**src/rtl/hazard_sched_ctrl_pkg.sv**
```systemverilog
// Shared definitions for the ID-stage issue scheduler.
//   WB_* : write-back class carried with each ID instruction (2 bits)
//   REG_ADDR_WIDTH : architectural register address width
package hazard_sched_ctrl_pkg;

    localparam int unsigned REG_ADDR_WIDTH = 5;

    typedef enum logic [1:0] {
        WB_ALU    = 2'd0,
        WB_LOAD   = 2'd1,
        WB_MULDIV = 2'd2,
        WB_RSVD   = 2'd3   // decoded as ALU
    } wb_class_e;

endpackage

```
**src/rtl/hazard_sched_ctrl_hz_scoreboard.sv**
```systemverilog
// Per-register scoreboard of in-flight writes.
//   clk_i, rst_i      : clock, asynchronous active-high reset
//   wr_addr_i         : destination register of the issuing instruction
//   ld_set_i          : load issues to wr_addr_i -> counter loads LD_LAT
//   alu_clr_i         : ALU issues to wr_addr_i -> counter cleared
//   md_set_i          : mul/div issues to wr_addr_i -> pending set
//   md_clr_i/_addr_i  : mul/div completion releases its entry
//   rs1/rs2_addr_i    : read ports, *_pend_o = load counter running or mul/div pending
//   rd_addr_i         : read port for WAW, rd_md_pend_o = mul/div pending only
// Entry 0 is never set and always reads as not pending.
module hz_scoreboard
    import hazard_sched_ctrl_pkg::*;
#(
    parameter int unsigned AW     = REG_ADDR_WIDTH,
    parameter int unsigned LD_LAT = 2
) (
    input  logic          clk_i,
    input  logic          rst_i,
    input  logic [AW-1:0] wr_addr_i,
    input  logic          ld_set_i,
    input  logic          alu_clr_i,
    input  logic          md_set_i,
    input  logic          md_clr_i,
    input  logic [AW-1:0] md_clr_addr_i,
    input  logic [AW-1:0] rs1_addr_i,
    input  logic [AW-1:0] rs2_addr_i,
    input  logic [AW-1:0] rd_addr_i,
    output logic          rs1_pend_o,
    output logic          rs2_pend_o,
    output logic          rd_md_pend_o
);

    localparam int unsigned NREG    = 2 ** AW;
    localparam logic [1:0]  LD_INIT = 2'(LD_LAT);

    logic [1:0]      ld_cnt_q [NREG];
    logic [1:0]      ld_cnt_d [NREG];
    logic [NREG-1:0] md_pend_q;
    logic [NREG-1:0] md_pend_d;

    always_comb begin
        for (int unsigned r = 0; r < NREG; r++) begin
            ld_cnt_d[r]  = ld_cnt_q[r];
            md_pend_d[r] = md_pend_q[r];
            if (r != 0) begin
                // A new load to the same register overrides the running countdown.
                if (ld_set_i && (wr_addr_i == AW'(r)))
                    ld_cnt_d[r] = LD_INIT;
                else if (alu_clr_i && (wr_addr_i == AW'(r)))
                    ld_cnt_d[r] = '0;
                else if (ld_cnt_q[r] != '0)
                    ld_cnt_d[r] = ld_cnt_q[r] - 2'd1;
                // Release first, then set: a completing mul/div followed by a new
                // one to the same register leaves the entry pending.
                if (md_set_i && (wr_addr_i == AW'(r)))
                    md_pend_d[r] = 1'b1;
                else if (md_clr_i && (md_clr_addr_i == AW'(r)))
                    md_pend_d[r] = 1'b0;
            end
        end
    end

    always_ff @(posedge clk_i or posedge rst_i) begin
        if (rst_i) begin
            for (int unsigned r = 0; r < NREG; r++)
                ld_cnt_q[r] <= '0;
            md_pend_q <= '0;
        end else begin
            for (int unsigned r = 0; r < NREG; r++)
                ld_cnt_q[r] <= ld_cnt_d[r];
            md_pend_q <= md_pend_d;
        end
    end

    assign rs1_pend_o   = (rs1_addr_i != '0) &&
                          ((ld_cnt_q[rs1_addr_i] != '0) || md_pend_q[rs1_addr_i]);
    assign rs2_pend_o   = (rs2_addr_i != '0) &&
                          ((ld_cnt_q[rs2_addr_i] != '0) || md_pend_q[rs2_addr_i]);
    assign rd_md_pend_o = (rd_addr_i != '0) && md_pend_q[rd_addr_i];

endmodule

```
**src/rtl/hazard_sched_ctrl.sv**
```systemverilog
// ID-stage issue scheduler for the single-issue RV64 pipeline.
// Stalls only on load-use, mul/div RAW/WAW and mul/div unit busy; ALU
// results are forwarded and never stall.
//   clk, rst                 : clock, asynchronous active-high reset
//   id_valid/id_rs*/id_rd*   : ID-stage instruction fields
//   id_wb_class              : write-back class (see WB_* in the package)
//   ex_flush                 : EX redirect, kills the ID instruction
//   md_done                  : mul/div write-back pulse
//   id_issue                 : ID instruction advances to EX
//   stall_if_id              : hold PC and IF/ID
//   bubble_ex                : insert NOP into ID/EX
//   md_busy                  : a mul/div is outstanding
//   stall_cnt                : saturating count of stall cycles
module hazard_sched_ctrl
    import hazard_sched_ctrl_pkg::*;
#(
    parameter int unsigned AW     = REG_ADDR_WIDTH,
    parameter int unsigned LD_LAT = 2,
    parameter int unsigned CNT_W  = 32
) (
    input  logic             clk,
    input  logic             rst,
    input  logic             id_valid,
    input  logic [AW-1:0]    id_rs1_addr,
    input  logic             id_rs1_used,
    input  logic [AW-1:0]    id_rs2_addr,
    input  logic             id_rs2_used,
    input  logic [AW-1:0]    id_rd_addr,
    input  logic             id_rd_wen,
    input  logic [1:0]       id_wb_class,
    input  logic             ex_flush,
    input  logic             md_done,
    output logic             id_issue,
    output logic             stall_if_id,
    output logic             bubble_ex,
    output logic             md_busy,
    output logic [CNT_W-1:0] stall_cnt
);

    wb_class_e        cls;
    logic             rs1_pend, rs2_pend, rd_md_pend;
    logic             live, hazard, issue, wr_ok, md_fire;
    logic             md_busy_q, md_busy_d;
    logic [AW-1:0]    md_rd_q, md_rd_d;
    logic [CNT_W-1:0] stall_cnt_q, stall_cnt_d;

    assign cls     = wb_class_e'(id_wb_class);
    assign live    = id_valid & ~ex_flush;
    assign md_fire = md_done & md_busy_q;   // stray completions are ignored

    assign hazard = live & (
                        (id_rs1_used & rs1_pend) |
                        (id_rs2_used & rs2_pend) |
                        (id_rd_wen & rd_md_pend) |
                        ((cls == WB_MULDIV) & md_busy_q & ~md_done));

    assign issue = live & ~hazard;
    assign wr_ok = issue & id_rd_wen & (id_rd_addr != '0);

    // Outputs are held low while reset is asserted.
    assign id_issue    = issue & ~rst;
    assign stall_if_id = hazard & ~rst;
    assign bubble_ex   = (hazard | ex_flush | ~id_valid) & ~rst;
    assign md_busy     = md_busy_q;
    assign stall_cnt   = stall_cnt_q;

    hz_scoreboard #(
        .AW     (AW),
        .LD_LAT (LD_LAT)
    ) u_sb (
        .clk_i         (clk),
        .rst_i         (rst),
        .wr_addr_i     (id_rd_addr),
        .ld_set_i      (wr_ok & (cls == WB_LOAD)),
        .alu_clr_i     (wr_ok & ((cls == WB_ALU) | (cls == WB_RSVD))),
        .md_set_i      (wr_ok & (cls == WB_MULDIV)),
        .md_clr_i      (md_fire),
        .md_clr_addr_i (md_rd_q),
        .rs1_addr_i    (id_rs1_addr),
        .rs2_addr_i    (id_rs2_addr),
        .rd_addr_i     (id_rd_addr),
        .rs1_pend_o    (rs1_pend),
        .rs2_pend_o    (rs2_pend),
        .rd_md_pend_o  (rd_md_pend)
    );

    always_comb begin
        md_busy_d   = md_busy_q;
        md_rd_d     = md_rd_q;
        stall_cnt_d = stall_cnt_q;
        if (md_fire)
            md_busy_d = 1'b0;
        if (wr_ok && (cls == WB_MULDIV)) begin
            md_busy_d = 1'b1;
            md_rd_d   = id_rd_addr;
        end
        if (hazard && (stall_cnt_q != '1))
            stall_cnt_d = stall_cnt_q + 1'b1;
    end

    always_ff @(posedge clk or posedge rst) begin
        if (rst) begin
            md_busy_q   <= 1'b0;
            md_rd_q     <= '0;
            stall_cnt_q <= '0;
        end else begin
            md_busy_q   <= md_busy_d;
            md_rd_q     <= md_rd_d;
            stall_cnt_q <= stall_cnt_d;
        end
    end

endmodule

```
**config.mk**
```make
export PLATFORM = sky130hd
export DESIGN_NAME = hazard_sched_ctrl
export DESIGN_NICKNAME = d
export VERILOG_FILES = /design/src/rtl/hazard_sched_ctrl_pkg.sv /design/src/rtl/hazard_sched_ctrl_hz_scoreboard.sv /design/src/rtl/hazard_sched_ctrl.sv
export SDC_FILE = /design/constraint.sdc
export NUM_CORES = 1
export LEC_CHECK = 0
export CAP_MARGIN = 30
export CORE_ASPECT_RATIO = 1.2
export CORE_MARGIN = 3
export CORE_UTILIZATION = 54
export CTS_CLUSTER_DIAMETER = 150
export DETAILED_ROUTE_END_ITERATION = 10
export GPL_TIMING_DRIVEN = 0
export PLACE_DENSITY = 0.77
export SETUP_SLACK_MARGIN = 0.2
export SYNTH_ARGS = -nofsm -noshare
export SYNTH_HDL_FRONTEND = slang
export SYNTH_SLANG_ARGS = --single-unit
```
**constraint.sdc**
```tcl
create_clock -name clk -period 5.1 [get_ports clk]
set_input_delay 1.02 -clock clk [delete_from_list [all_inputs] [get_ports clk]]
set_output_delay 1.02 -clock clk [all_outputs]
set_load 0.02 [all_outputs]
```
==> flow_summary_export.csv <==
group,metric,value,unit
setup_path,path_class,"primary input to output port",
setup_path,cp_cell_sequence,"clkdlybuf4s15_2, buf_4, or3_1, o21ai_4, a31oi_1, and3_1, a41oi_2, o311a_4, buf_6, buf_4, a21oi_1, dlygate4sd2_1",
cts,cts_max_level,4,
sta,grt_setup_unrepaired,"no",
die,dieWidth,118,um
sta,worst_slack,293,ps
route,ant_nets,0,
setup_path,crit_path_max_fanout,10,
synthesis,synthArstFlopShare,1.00,
grt,first_global_vias,7508,
setup_path,crit_required,4080,ps
die,die_y,140,um
cts,numCtsBuffers,17,
synthesis,avgSynthCellArea,9.07,sq um
cts,cts_tree,"done",
route,vias,7593,
layout,syn_to_final_growth,19.5,%
die,fp.dieArea,0.0165,sq mm
layout,final_common_cell,"dfrtp_1",
status,status,"finished clean",
setup_path,max_stage_delay,450,ps
pwr,leakagePower,4.40,nW
place,place_congestion,1.03,
die,rows,48,
synthesis,synth_warnings,0,
sta,fmax,0.208,GHz
synthesis,synthDistinctLibCells,60,
job,drv_cap,0,
grt,grt_pass1_wl,39600,um
pwr,power.density,521,mW/mm^2
grt,antenna_found_initial,0,
synthesis,synthesis.nets,949,
cts,root_buffer,"clkbuf_16",
cts,clkLatencyLatePin,420,ps
synthesis,seq_area_frac_synth,0.406,
sta,worst_pin_slew,686,ps
setup_path,cp-start-kind,"primary input",
sta,setup_viol,0,
setup_path,arrival,3790,ps
cts,postCtsHoldBufs,0,
synthesis,synth_edf_count,0,
route,finalWirelength,25000,um
die,io_pins,61,
grt,grt_overflow,0,
cts,clk_path_buf_depth,2,
setup_path,slowest_stage,"or3_1",
grt,grt_max_degree,43,
min_path,hold_path.class,"flop to flop",
synthesis,ys_seq_elements,131,
layout,antenna_cells,0,
layout,final_cell_mix,"dfrtp_1 (131), o21ai_0 (77), inv_1 (70)",
route,drc,0,
pwr,finalPower,0.00502,W
sta,post-route-period-util,0.942,
cts,path_clk_slew,60,ps
synthesis,syn_area,0.00808,sq mm
die,start_util,0.556,
sta,hold_viol,0,
sta,final.min_clock_period,4810,ps
place,place_ws,-492,ps
synthesis,synthCells,890,
die,design.core.area,0.0145,sq mm
place,numPortBuffers,56,
route,wl_per_cell,21.2,um
sta,final_max_slew_viol_count,0,
sta,skew,6.11,ps
layout,drive_above_1_share,0.0956,
grt,grtUsageTotal,0.304,
layout,nets,1029,
route,firstDrtPassIters,6,
pwr,ir_drop,0.301,mV
cts,clock_sinks,131,
setup_path,crit_top_cell,"buf_4",
route,routed_via_density,6.42,
route,drtIter0Drc,821,
synthesis,yosys_most_used_dff,"dfrtp_1",
sta,slew_headroom,0.543,
setup_path,critPathCaptureType,"output port",
place,dp_hpwl,18200,um
-- worst max-delay path, delay by kind of cell --
family | cells | cell delay, ps
AOI/OAI and AO/OA | 5 | 870
buffers and inverters | 5 | 1190
and+or+nand+nor | 2 | 690
-- power breakdown --
part	switching [W]	total, W	leakage (nW)	internal [W]
clock	0.000456	0.00135	0.311	0.000893
combinational	0.00109	0.00198	2.41	0.000896
sequential	0.000325	0.00169	1.68	0.00137
-- metal layers --
| metal | track usage | wire, um | vias to the layer above |
|---|---|---|---|
| met1 | 0.384 | 9840 | 3632 |
| li1 | - | - | 3413 |
| met5 | 0 | 0 | - |
| met3 | 0.0751 | 2220 | 95 |
| met4 | 0.144 | 1150 | 0 |
| met2 | 0.495 | 11800 | 453 |
-- what timing repair did --
action                                 in CTS  in global routing
gates resized for setup                    14                 14
setup endpoints to repair                   3                  3
buffers inserted                            0                  2
endpoints found under the hold margin       0                  0
pin swaps                                   0                  0
-- metrics by stage --
stage	area, sq um	utilization	hold WS, ps	instances	setup TNS, ps
floorplan	8080	-	488	890	0
global placement	8890	0.612	473	1146	-1950
detailed placement	8950	0.616	473	1149	-1200
CTS	9620	0.662	491	1181	0
global route	9650	0.664	513	1183	0
finish	9650	0.664	491	1183	0
-- worst paths after layout --
path / to / cells after the start / from / slack, ps
max: bubble_ex / 12 / id_rd_addr[1] / 290
min: stall_cnt[5] / 1 / stall_cnt[5] / 490
max reg2reg: u_sb.ld_cnt_q[59] / 9 / u_sb.ld_cnt_q[44] / 1730
min reg2reg: stall_cnt[5] / 1 / stall_cnt[5] / 490
max in group asynchronous: u_sb.ld_cnt_q[46] / 4 / rst / 3210
min in group asynchronous: stall_cnt[29] / 2 / rst / 1060
-- cell type report --
type | count | area (sq um)
Clock inverter | 9 | 176
Multi-Input combinational cell | 642 | 4340
Buffer | 46 | 236
Sequential cell | 131 | 3280
Inverter | 71 | 270
Tap cell | 200 | 250
Timing Repair Buffer | 61 | 632
Clock buffer | 23 | 468
Fill cell | 1252 | 4880
-- state kept, by name (all words and copies together), names as in the netlist --
signal          count
md_rd_q             5
md_busy             1
stall_cnt          32
u_sb.md_pend_q     31
u_sb.ld_cnt_q      62
-- cell usage after synthesis (all sizes together), types with 6 or more instances --
library cell,count,share of area
a41o,18,0.022
buf,23,0.017
mux4,7,0.020
or3,8,0.0062
nor2b,6,0.0046
clkbuf,23,0.011
a21oi,62,0.038
nor2,53,0.025
mux2,9,0.013
and3,14,0.011
a22o,13,0.014
ha,34,0.053
a2111oi,6,0.0065
inv,71,0.033
o31ai,15,0.014
nor4b,9,0.012
xor2,60,0.065
o21ai,84,0.053
nand2,56,0.026
nand3,23,0.016
nand2b,11,0.0085
nor3,54,0.033
nor4,26,0.021
dfrtp,131,0.41
nand4,19,0.015
a211oi,6,0.0056
-- cells by family (layout without fill, tap and decap cells) --
family | count (synthesis) | count (layout) | synth area share
compound gates | 227 | 227 | 0.180
xor+xnor | 62 | 62 | 0.0672
fa+ha+maj | 34 | 34 | 0.0527
buf+inv | 117 | 210 | 0.0603
flops | 131 | 131 | 0.406
mux | 21 | 21 | 0.0383
simple gates | 298 | 298 | 0.196
Power figures use the tool's default switching activity.
